**config.mk**
```make
export PLATFORM = sky130hd
export DESIGN_NAME = bus_protocol_master_flat
export DESIGN_NICKNAME = d
export VERILOG_FILES = /design/src/rtl/bus_protocol_master_if.sv /design/src/rtl/bus_protocol_master.sv /design/src/flat_wrapper.sv
export SDC_FILE = /design/constraint.sdc
export NUM_CORES = 1
export LEC_CHECK = 0
export CAP_MARGIN = 20
export CORE_AREA = 5 5 86 88
export CTS_CLUSTER_DIAMETER = 60
export DETAILED_ROUTE_END_ITERATION = 10
export DIE_AREA = 0 0 91 93
export PLACE_DENSITY = 0.69
export SYNTH_ARGS = -nofsm -noshare
export SYNTH_HDL_FRONTEND = slang
export SYNTH_SLANG_ARGS = --single-unit
```
**constraint.sdc**
```tcl
create_clock -name clk -period 2.5 [get_ports clk]
set_input_delay 0.625 -clock clk [delete_from_list [all_inputs] [get_ports clk]]
set_output_delay 0.625 -clock clk [all_outputs]
set_load 0.02 [all_outputs]
```
**src/rtl/bus_protocol_master_if.sv**
```systemverilog
// Upstream ready/valid byte input and dValid/dAck bus output of the transmit master.
interface bus_protocol_master_if;
    logic [7:0] in_data;
    logic       in_valid;
    logic       in_ready;
    logic       dValid;
    logic [7:0] data;
    logic       dAck;

    modport master (
        input  in_data, in_valid, dAck,
        output in_ready, dValid, data
    );

    modport slave (
        output in_data, in_valid, dAck,
        input  in_ready, dValid, data
    );
endinterface

```
**src/rtl/bus_protocol_master.sv**
```systemverilog
// Transmit master: buffers upstream bytes in a FIFO and sends each one as a
// 2..4 beat dValid pulse, ending on dAck or timing out with bounded relaunches.
//
// state | meaning
// IDLE  | nothing in flight, waiting for the FIFO to hold a byte
// VALID | dValid high, counting beats and watching dAck
// GAP   | single dValid-low cycle between transfers
module bus_protocol_master #(
    parameter int FIFO_DEPTH = 4,
    parameter int MAX_RETRY  = 1
) (
    input  logic                   clk,
    input  logic                   reset,
    bus_protocol_master_if.master  bus,
    output logic                   busy,
    output logic                   tx_done,
    output logic                   tx_drop,
    output logic [7:0]             err_cnt
);
    localparam int AW = (FIFO_DEPTH > 1) ? $clog2(FIFO_DEPTH) : 1;
    localparam logic [AW:0] DEPTH_C   = (AW+1)'(FIFO_DEPTH);
    localparam logic [7:0]  RETRY_LIM = 8'(MAX_RETRY);

    localparam logic [1:0] IDLE  = 2'd0;
    localparam logic [1:0] VALID = 2'd1;
    localparam logic [1:0] GAP   = 2'd2;

    logic [7:0]    mem [FIFO_DEPTH];
    logic [AW-1:0] wr_ptr, rd_ptr;
    logic [AW:0]   count;
    logic          full, empty, push, pop;

    logic [1:0]    state;
    logic [2:0]    beat;
    logic [7:0]    retry_cnt;
    logic          relaunch;

    assign full  = (count == DEPTH_C);
    assign empty = (count == '0);
    assign push  = bus.in_valid && !full;
    // Relaunches reuse the data register, so only fresh launches consume an entry.
    assign pop   = !empty && ((state == IDLE) || (state == GAP && !relaunch));

    assign bus.in_ready = !full;
    assign busy         = (state != IDLE) || !empty;

    always_ff @(posedge clk) begin
        if (push) begin
            mem[wr_ptr] <= bus.in_data;
        end
    end

    always_ff @(posedge clk) begin
        if (reset) begin
            wr_ptr <= '0;
            rd_ptr <= '0;
            count  <= '0;
        end else begin
            if (push) begin
                wr_ptr <= wr_ptr + 1'b1;
            end
            if (pop) begin
                rd_ptr <= rd_ptr + 1'b1;
            end
            case ({push, pop})
                2'b10:   count <= count + 1'b1;
                2'b01:   count <= count - 1'b1;
                default: count <= count;
            endcase
        end
    end

    always_ff @(posedge clk) begin
        if (reset) begin
            state      <= IDLE;
            beat       <= 3'd0;
            bus.dValid <= 1'b0;
            bus.data   <= 8'h00;
            tx_done    <= 1'b0;
            tx_drop    <= 1'b0;
            err_cnt    <= 8'h00;
            retry_cnt  <= 8'h00;
            relaunch   <= 1'b0;
        end else begin
            tx_done <= 1'b0;
            tx_drop <= 1'b0;
            case (state)
                IDLE: begin
                    if (!empty) begin
                        bus.data   <= mem[rd_ptr];
                        bus.dValid <= 1'b1;
                        beat       <= 3'd1;
                        state      <= VALID;
                    end
                end
                VALID: begin
                    // An ack on the first beat is ignored to guarantee two beats.
                    if (bus.dAck && beat != 3'd1) begin
                        bus.dValid <= 1'b0;
                        tx_done    <= 1'b1;
                        retry_cnt  <= 8'h00;
                        state      <= GAP;
                    end else if (beat == 3'd4) begin
                        bus.dValid <= 1'b0;
                        if (err_cnt != 8'hFF) begin
                            err_cnt <= err_cnt + 8'd1;
                        end
                        if (retry_cnt < RETRY_LIM) begin
                            retry_cnt <= retry_cnt + 8'd1;
                            relaunch  <= 1'b1;
                        end else begin
                            tx_drop   <= 1'b1;
                            retry_cnt <= 8'h00;
                        end
                        state <= GAP;
                    end else begin
                        beat <= beat + 3'd1;
                    end
                end
                GAP: begin
                    if (relaunch) begin
                        relaunch   <= 1'b0;
                        bus.dValid <= 1'b1;
                        beat       <= 3'd1;
                        state      <= VALID;
                    end else if (!empty) begin
                        bus.data   <= mem[rd_ptr];
                        bus.dValid <= 1'b1;
                        beat       <= 3'd1;
                        state      <= VALID;
                    end else begin
                        state <= IDLE;
                    end
                end
                default: begin
                    state      <= IDLE;
                    bus.dValid <= 1'b0;
                end
            endcase
        end
    end
endmodule

```
**src/flat_wrapper.sv**
```systemverilog
// flat-port wrapper written by rule: the top's interface ports become plain ports
module bus_protocol_master_flat 
#(
    parameter int FIFO_DEPTH = 4,
    parameter int MAX_RETRY  = 1
)
  (clk, reset, busy, tx_done, tx_drop, err_cnt, bus_in_data, bus_in_valid, bus_dAck, bus_in_ready, bus_dValid, bus_data);
  bus_protocol_master_if bus_i ();
  input  logic clk;
  input  logic reset;
  output logic busy;
  output logic tx_done;
  output logic tx_drop;
  output logic [7:0] err_cnt;
  input wire logic [$bits(bus_i.in_data)-1:0] bus_in_data;
  input wire logic [$bits(bus_i.in_valid)-1:0] bus_in_valid;
  input wire logic [$bits(bus_i.dAck)-1:0] bus_dAck;
  output wire logic [$bits(bus_i.in_ready)-1:0] bus_in_ready;
  output wire logic [$bits(bus_i.dValid)-1:0] bus_dValid;
  output wire logic [$bits(bus_i.data)-1:0] bus_data;
  assign bus_i.in_data = bus_in_data;
  assign bus_i.in_valid = bus_in_valid;
  assign bus_i.dAck = bus_dAck;
  assign bus_in_ready = bus_i.in_ready;
  assign bus_dValid = bus_i.dValid;
  assign bus_data = bus_i.data;
  bus_protocol_master #(.FIFO_DEPTH(FIFO_DEPTH), .MAX_RETRY(MAX_RETRY)) u_core (.clk(clk), .reset(reset), .bus(bus_i), .busy(busy), .tx_done(tx_done), .tx_drop(tx_drop), .err_cnt(err_cnt));
endmodule
```
==> flow_metrics.tcl <==
set metrics [dict create \
    cts_made_buffers 9 \
    syn_area_per_cell_um2 12.5 \
    dr.pass1.iters 4 \
    p_leak_uw 0.00147 \
    cts_max_path_buffers 2 \
    drt_wl_total_um 5670 \
    antenna_found_initial 0 \
    grt_pass1_wl_um 9720 \
    clk_latency_ns 0.34 \
    worstPathMaxFanout 6 \
    slew_headroom 0.597 \
    arrival_ns 1.76 \
    grt_pass1_vias 2060 \
    yosys-top-cells-area "edfxtp_1 30%, dfxtp_1 27%, ha_1 6.0%" \
    final_core_util 0.582 \
    finalNetCount 324 \
    start_util 0.480 \
    yosys_register_bits 74 \
    fin_worst_skew_ns 0.00766 \
    fin_crit_ns 2.38 \
    synthArstFlopShare 0 \
    routedWlPerCell_um 14.9 \
    groute.usage.overall 0.145 \
    syn_inst 253 \
    via_per_inst 5.21 \
    setup_tns_ns 0 \
    layout_commonest_cell "dfxtp_1" \
    setup_viol 0 \
    cts_tree "done" \
    postRouteAntennaNets 0 \
    clock-sinks 74 \
    netlist_area_mm2 0.00315 \
    maxCapViolCount 0 \
    hold_viol 0 \
    die_w_um 91 \
    power_uw 3740 \
    vdd_drop_max_v 0.000654 \
    cts_resized 0 \
    yosysSeqAreaShare 0.571 \
    synth_cell_types 47 \
    core_area_mm2 0.00657 \
    rsz0062_at_grt "false" \
    mostFrequentLayoutCells "42 x dfxtp_1, 32 x edfxtp_1, 31 x clkdlybuf4s50_1" \
    status "completed" \
    drive_gt1_frac 0.140 \
    port_buffers 32 \
    hold_path_class "flop to flop" \
    dr.first_iter.drc_count 78 \
    synth_edf_count 32 \
    cts_setup_buffers 0 \
    synthFlopType "dfxtp_1" \
    io_pins 33 \
    clk_pin_slew_ns 0.08 \
    die_y_um 93 \
    crit_type "flop to primary output" \
    num_vias 1985 \
    hpwl_um 3910 \
    cts-hold-fix-buffers 0 \
    globalRoute.totalOverflow 0 \
    num_rows 30 \
    worstPathRequired_ns 1.88 \
    synth_warnings 0 \
    fin_crit_sh 0.953 \
    critPathCaptureType "primary output" \
    synthDominantCellAreaShare 0.305 \
    h-tree-depth 3 \
    synthesis.nets 281 \
    gp_congestion 0.805 \
    slew_violations 0 \
    syn_to_final_growth_pct 21.2 \
    die_area_mm2 0.00846 \
    timing.fmax_ghz 0.420 \
    yosys.area.top_type "edfxtp_1" \
    startpoint_type "flop" \
    drc_errors 0 \
    power_density_mw_per_mm2 978 \
    cts_root_buf "clkbuf_8" \
    num_antenna_cells 0 \
    worst_pin_slew_ns 0.605 \
    grt_max_degree 33 \
]
-- metal layers --
layer | track usage | up-vias | wire length (um)
li1 | - | 1010 | -
met1 | 0.182 | 932 | 2670
met2 | 0.235 | 33 | 2660
met3 | 0.0491 | 10 | 266
met4 | 0.0501 | 0 | 75
met5 | 0 | - | 0
-- flip-flops by register name (all words and copies together) (netlist names), 2 cells and up, named ones only --
name,count
u_core.beat,3
u_core.bus.data,8
u_core.count,3
u_core.err_cnt,8
u_core.mem,32
u_core.rd_ptr,2
u_core.retry_cnt,8
u_core.state,2
u_core.wr_ptr,2
-- synth_stat cells, drive strengths merged, types with 4 or more instances --
master   n
inv     12
mux4     8
o21ai    7
nor2    26
nand2   10
and3     6
or3      4
a211oi   4
a211o    4
dfxtp   42
buf      6
nor3     5
edfxtp  32
nand3    5
and2     5
a21oi    9
xnor2    7
ha      15
mux2i   11
-- report_power, final --
group	leakage (uW)	switching (uW)	internal [uW]
sequential	0.000635	138	1450
clock	0.000102	483	478
combinational	0.000728	615	580
-- final timing paths --
path	from	end	slack, ns	cells after the start
setup reg to reg	u_core.state[0]	u_core.count[2]	0.20	10
setup / recovery	u_core.count[2]	bus_in_ready	0.12	2
hold / removal	u_core.retry_cnt[3]	u_core.retry_cnt[3]	0.46	1
hold reg to reg	u_core.retry_cnt[3]	u_core.retry_cnt[3]	0.46	1
-- critical path: stages (launching register included) --
cell             delay (ns)
dfxtp_1                0.39
or3b_1                 0.45
clkdlybuf4s50_1        0.58
-- layout make-up --
class	instances	area [um2]
multi-input cells	159	1270
inverters	12	45.0
flip-flops and latches	74	1800
well taps	80	100
repair buffers	40	395
clock inverters	7	83.8
fillers	533	2750
clock buffers	9	124
-- cells by family (layout without fill, tap and decap cells) --
family                     Yosys count  count (layout)  synth area share
and+or+nand+nor                     78              78             0.132
DFF                                 74              74             0.571
AOI/OAI and AO/OA                   36              36            0.0857
buffers and inverters               20              68            0.0250
muxes                               19              19            0.0920
adders and majority gates           16              16            0.0658
xor gates and xnor gates            10              10            0.0278
-- metrics by stage --
step	setup slack, ns	std cells	area [um2]	hold slack (ns)
after floorplan	0.138	253	3150	0.421
after global placement	-0.0151	365	3610	0.444
after detailed placement	-0.0728	365	3610	0.444
after CTS	0.0141	381	3820	0.470
after global routing	0.0374	381	3820	0.493
final	0.118	381	3820	0.462
Note: power is estimated with default switching activity, not from simulation.
